**src/rtl/spi_arbiter.sv**
```systemverilog
// ============================================================================
// spi_arbiter : round-robin sharing of one SPI interface between two ports,
//               with per-transaction grant hold and a timeout watchdog.
// Revision    : 1.0
// ============================================================================
`default_nettype none

module spi_arbiter #(
  parameter int DATA_W  = 8,
  parameter int TIMEOUT = 64,
  parameter int TMO_W   = 7
) (
  input  logic              clk,
  input  logic              rst,
  input  logic              req0_in,
  input  logic              we0_in,
  input  logic [DATA_W-1:0] wdata0_in,
  output logic              ack0_out,
  output logic              err0_out,
  output logic [DATA_W-1:0] rdata0_out,
  input  logic              req1_in,
  input  logic              we1_in,
  input  logic [DATA_W-1:0] wdata1_in,
  output logic              ack1_out,
  output logic              err1_out,
  output logic [DATA_W-1:0] rdata1_out,
  output logic              spi_read_out,
  output logic              spi_send_out,
  output logic [DATA_W-1:0] spi_data_out,
  input  logic [DATA_W-1:0] spi_data_in,
  input  logic              spi_ready_in,
  output logic              spi_rst_out,
  output logic              busy_out,
  output logic              grant_out
);

  typedef enum logic [2:0] {
    ST_IDLE  = 3'd0,
    ST_ISSUE = 3'd1,
    ST_WAIT  = 3'd2,
    ST_RESP  = 3'd3,
    ST_ABORT = 3'd4
  } state_t;

  localparam logic [TMO_W-1:0] C_TMO_LAST = TMO_W'(TIMEOUT - 1);

  state_t            state_q, state_d;
  logic              grant_q, grant_d;
  logic              we_q, we_d;
  logic [DATA_W-1:0] wdata_q, wdata_d;
  logic [TMO_W-1:0]  cnt_q, cnt_d;
  logic [DATA_W-1:0] rdata0_q, rdata0_d;
  logic [DATA_W-1:0] rdata1_q, rdata1_d;

  always_ff @(posedge clk) begin
    if (rst) begin
      state_q  <= ST_IDLE;
      grant_q  <= 1'b1;
      we_q     <= 1'b0;
      wdata_q  <= '0;
      cnt_q    <= '0;
      rdata0_q <= '0;
      rdata1_q <= '0;
    end else begin
      state_q  <= state_d;
      grant_q  <= grant_d;
      we_q     <= we_d;
      wdata_q  <= wdata_d;
      cnt_q    <= cnt_d;
      rdata0_q <= rdata0_d;
      rdata1_q <= rdata1_d;
    end
  end

  always_comb begin
    state_d  = state_q;
    grant_d  = grant_q;
    we_d     = we_q;
    wdata_d  = wdata_q;
    cnt_d    = cnt_q;
    rdata0_d = rdata0_q;
    rdata1_d = rdata1_q;
    case (state_q)
      ST_IDLE: begin
        if (req0_in || req1_in) begin
          // On a tie the port that did not own the bus last goes next.
          grant_d = (req0_in && req1_in) ? ~grant_q : req1_in;
          we_d    = grant_d ? we1_in : we0_in;
          wdata_d = grant_d ? wdata1_in : wdata0_in;
          state_d = ST_ISSUE;
        end
      end
      ST_ISSUE: begin
        cnt_d   = '0;
        state_d = ST_WAIT;
      end
      ST_WAIT: begin
        cnt_d = cnt_q + TMO_W'(1);
        if (spi_ready_in) begin
          if (grant_q) rdata1_d = spi_data_in;
          else         rdata0_d = spi_data_in;
          state_d = ST_RESP;
        end else if (cnt_q == C_TMO_LAST) begin
          state_d = ST_ABORT;
        end
      end
      ST_RESP:  state_d = ST_IDLE;
      ST_ABORT: state_d = ST_IDLE;
      default:  state_d = ST_IDLE;
    endcase
  end

  // Outputs are masked while rst is high so nothing leaks out of a reset cycle.
  logic w_done;
  logic w_abort;
  assign w_done  = ~rst && ((state_q == ST_RESP) || (state_q == ST_ABORT));
  assign w_abort = ~rst && (state_q == ST_ABORT);

  assign spi_send_out = ~rst && (state_q == ST_ISSUE) &&  we_q;
  assign spi_read_out = ~rst && (state_q == ST_ISSUE) && ~we_q;
  assign spi_rst_out  = rst || (state_q == ST_ABORT);
  assign spi_data_out = wdata_q;
  assign ack0_out     = w_done  && ~grant_q;
  assign ack1_out     = w_done  &&  grant_q;
  assign err0_out     = w_abort && ~grant_q;
  assign err1_out     = w_abort &&  grant_q;
  assign rdata0_out   = rdata0_q;
  assign rdata1_out   = rdata1_q;
  assign busy_out     = ~rst && (state_q != ST_IDLE);
  assign grant_out    = grant_q;

endmodule

`default_nettype wire

```
**config.mk**
```make
export PLATFORM = sky130hd
export DESIGN_NAME = spi_arbiter
export DESIGN_NICKNAME = d
export VERILOG_FILES = /design/src/rtl/spi_arbiter.sv
export SDC_FILE = /design/constraint.sdc
export NUM_CORES = 1
export LEC_CHECK = 0
export CAP_MARGIN = 0
export CORE_ASPECT_RATIO = 0.8
export CORE_MARGIN = 4
export CORE_UTILIZATION = 30
export CTS_BUF_LIST = sky130_fd_sc_hd__clkbuf_8
export DETAILED_ROUTE_END_ITERATION = 8
export SYNTH_ARGS = -nofsm -noshare
export SYNTH_HDL_FRONTEND = slang
export SYNTH_SLANG_ARGS = --single-unit
```
**constraint.sdc**
```tcl
create_clock -name clk -period 1.8 [get_ports clk]
set_input_delay 0.36 -clock clk [delete_from_list [all_inputs] [get_ports clk]]
set_output_delay 0.36 -clock clk [all_outputs]
set_load 0.02 [all_outputs]
```
; After elaboration in Yosys (flattened, before gate mapping)
; Index checks and enable logic that the tools add are counted.
[totals]
ff_bits = 36
input_bits = 31
[classes]
muxes = 8
n_eq_ne = 7
bitwise_logic = 3
n_reduce_logical = 21
n_addsub = 1
[op_table]
columns = op, count
row1 = one-hot mux 7 bit (2 select lines), 1
row2 = logical AND 1 bit, 11
row3 = 2-to-1 mux 3 bit, 3
row4 = one-hot mux 3 bit (3 select lines), 1
row5 = 2-to-1 mux 8 bit, 1
row6 = "adder 7 x 1 -> 7 bit, second input constant", 1
row7 = "equality test 7 x 6 -> 1 bit, second input constant", 1
row8 = "equality test 3 x 2 -> 1 bit, second input constant", 2
row9 = AND reduction 3 bit, 2
row10 = AND reduction 2 bit, 2
row11 = "equality test 3 x 1 -> 1 bit, second input constant", 1
row12 = "equality test 3 bit, second input constant", 1
row13 = zero test 3 bit, 1
row14 = logical OR 1 bit, 3
row15 = "inequality test 3 bit, second input constant", 1
row16 = inverter 1 bit, 3
row17 = nonzero test 3 bit, 1
row18 = 2-to-1 mux 1 bit, 2
row19 = "inequality test 2 bit, second input constant", 1
row20 = nonzero test 2 bit, 1

; Logic depth before layout (Yosys ltp)
[logic_depth]
word_depth = 4
depth_mapped = 6
mapped_depth_nobuf = 4

; Worst setup path after synthesis
; Ideal clock, no wire load.
[synth_timing]
path_kind = register to output
start = register state_q[0]
end = output ack0_out
path_stages_with_launch = 5
arrival_ns = 1.447
setup_slack_ns = -0.007
path_cell_list = dfxtp_1 -> buf_2 -> and2b_1 -> nand2_1 -> a211oi_1
[synth_via]
elab_chain_len = 4
elab_cells_between_ends = 5
cone_classes = eq/ne: 2 / reduce/logical: 3
[synth_lines]
columns = item, line
row1 = from (decl), 47  ; state_t state_q, state_d;
row2 = from (signal assigned), 65  ; state_q <= state_d;
row3 = equality test 3 x 2 -> 1 bit / equality test 3 bit (equally long branches), 116  ; assign w_done = ~rst && ((state_q == ST_RESP) || (state_q == ST_ABORT));
row4 = logical OR 1 bit *, 116
row5 = logical AND 1 bit *, 116
row6 = logical AND 1 bit *, 123  ; assign ack0_out = w_done && ~grant_q;
row7 = to (decl), 18  ; output logic ack0_out,
; Mark *: on every way between the ends. The rest lies on a longest branch, timed or not.

; Final worst setup path
[layout_timing]
start = register state_q[2]
end = output ack0_out
; The elaborated chain is that of the path after synthesis.

==> results.json <==
{
  "status": "complete, no violations",
  "hp-class": "reg -> reg",
  "grt_max_degree": 31,
  "syn-instance-count": 206,
  "grt_overflow": 0,
  "dp_slack_ns": -0.395,
  "area_growth_pct": 48.7,
  "fin_skew_ns": 0.00382,
  "routed.top_layer": "met4",
  "min_from": "spi_data_out[7]",
  "drive_gt1_share_pct": 16.2,
  "slew_headroom_pct": 73.7,
  "dr_wl_met2_mm": 2.20,
  "clock_latency_ns": 0.28,
  "rsz0062_at_grt": "false",
  "core_mm2": 0.00556,
  "finalNonFillerCells": 356,
  "dr_wl_met3_um": 333,
  "initial_core_util_pct": 31.4,
  "mostFrequentLayoutCell": "clkdlybuf4s50_1",
  "post-cts-setup-buffers": 0,
  "die-area_mm2": 0.00711,
  "hold_viol_final": 0,
  "period_needed_ns": 1.72,
  "ant_nets": 0,
  "antenna_found_initial": 0,
  "worst-path-max-fanout": 4,
  "first_pass_iters": 4,
  "wirelength_mm": 5.05,
  "synth_ff_type": "dfxtp_1",
  "drv_slew": 0,
  "cts_tree": "yes",
  "wl_met1_mm": 2.44,
  "critPathCaptureType": "output pin",
  "reg2reg_to": "cnt_q[5]",
  "layout_common_cells": "clkdlybuf4s50_1 (54), dfxtp_1 (35), o21ai_0 (23)",
  "cts_max_level": 2,
  "worst_pin_slew_ns": 0.394,
  "ios": 64,
  "die_height_um": 76.2,
  "yosysWarnings": 0,
  "via_per_inst": 5.12,
  "drt_iter0_drc": 85,
  "routabilityCongestion": 0.794,
  "max_freq_mhz": 581,
  "port_buffers": 63,
  "p_per_area_mw_per_mm2": 766,
  "rr_startpoint": "state_q[1]",
  "finalSetupViolCount": 0,
  "grt_pass1_vias": 1771,
  "vdd_drop_max_mv": 0.319,
  "layout.nets": 310,
  "dp_hpwl_mm": 3.70,
  "dp.cells": 349,
  "grtUsageTotal_pct": 14.0,
  "cp.required_ns": 1.44,
  "setup_slack_ns": 0.0782,
  "synth_fp_nets": 238,
  "reg2regPathDepth": 5,
  "grt_pass1_wl_mm": 8.17,
  "place_area_mm2": 0.00253,
  "synth_edf_count": 0,
  "ctsRootBufferMaster": "clkbuf_8",
  "remaining_drc_errors": 0,
  "cts-resized-gates": 25,
  "yosysSeqAreaShare_pct": 41.3,
  "p_total_mw": 1.99,
  "criticalPathCategory": "reg -> out",
  "die_w_um": 93.3,
  "rows": 24,
  "startpoint_type": "flop",
  "synth_cell_types": 43,
  "maxCapViolCount": 0,
  "leakagePower_nw": 0.924,
  "cts_hold_buf": 0,
  "ys_ff_latch": 36,
  "worstPathArrival_ns": 1.36,
  "min_delay_path_depth": 2,
  "avgSynthCellArea_um2": 8.47,
  "diodes": 0,
  "cts_buffers": 5,
  "cts.path.max_buffers": 2,
  "synth_area_mm2": 0.00174,
  "vias": 1824,
  "tritoncts_num_sinks": 36,
  "final_area_mm2": 0.00259,
  "r2r_slack_ns": 0.16,
  "whs_endpoint": "spi_data_out[7]",
  "clkTransAtPathRegs_ns": 0.07,
  "routedWlPerCell_um": 14.2,
  "async_flop_share_pct": 0,
  "post-route-period-util_pct": 95.7
}
sequential cells by signal (all words and copies together), names as in the netlist:
name	count
rdata0_out	8
rdata1_out	8
spi_data_out	8
cnt_q	7
state_q	3
grant_out	1
we_q	1
synth_stat cells, types with 2 or more instances:
library cell   n  area [µm²]
o21ai_0       23         115
clkbuf_1       6        22.5
a221oi_1       9        78.8
buf_2          9        45.0
nand3_1       19        95.1
inv_1         11        41.3
buf_4          2        15.0
nand4b_1       2        17.5
nor3b_1        4        30.0
nor2_1         9        33.8
nor4_1         2        12.5
o32ai_1        9        78.8
nor3_1         3        15.0
nand2_1        7        26.3
nor2b_1        4        25.0
a21oi_1       20         100
and2_1         2        12.5
dfxtp_1       36         721
nand2b_1       2        12.5
mux2_2         2        22.5
o221ai_1       2        17.5
a211oi_1       2        15.0
metrics by stage:
| step | TNS (ns) | utilization, % | hold slack (ns) |
|---|---|---|---|
| floorplan | -0.0146 | - | 0.468 |
| global placement | -2.38 | 45.6 | 0.451 |
| detailed placement | -2.65 | 45.6 | 0.458 |
| CTS | 0 | 47.0 | 0.468 |
| global route | 0 | 46.7 | 0.491 |
| finish | 0 | 46.7 | 0.467 |
worst max-delay path, stage by stage (launching register included):
cell and delay (ns):
dfxtp_1 0.33, and2b_1 0.21, nand2_1 0.09, a211oi_1 0.25, buf_2 0.20
cells by family after synthesis:
| kind of cell | count (synthesis) | share of synthesized area, % |
|---|---|---|
| AOI/OAI and AO/OA | 72 | 26.5 |
| adders and majority gates | 1 | 0.717 |
| buffers and inverters | 31 | 8.18 |
| DFF | 36 | 41.3 |
| muxes | 2 | 1.29 |
| and+or+nand+nor | 64 | 22.0 |
cell type report:
cell class	instances	area, µm²
Sequential cell	36	722
Inverter	12	45.0
Tap cell	78	97.6
Timing Repair Buffer	84	747
Fill cell	562	2960
Clock buffer	7	96.3
Multi-Input combinational cell	139	886
how the worst max path moves through the flow:
| stage | startpoint | endpoint | slack [ns] | cells after the start |
|---|---|---|---|---|
| after floorplan | state_q[0] | ack0_out | -0.007 | 4 |
| after global placement | rst | ack1_out | -0.34 | 4 |
| after detailed placement | rst | ack1_out | -0.39 | 4 |
| after CTS | rst | err0_out | 0.004 | 4 |
| after global routing | state_q[2] | ack0_out | 0.005 | 4 |
| final | state_q[2] | ack0_out | 0.08 | 4 |
layer usage:
layer  GRT usage, %  vias to the layer above
li1               -                      906
met2           21.3                       50
met4           4.39                        0
met1           18.7                      859
met5              0                        -
met3           4.44                        9
where the power goes:
group	leakage, nW	switching [mW]	internal, mW
clock network	0.0503	0.268	0.341
registers	0.294	0.0298	0.846
logic	0.580	0.265	0.238
total	0.924	0.562	1.42
(Power assumes the default switching activity.)
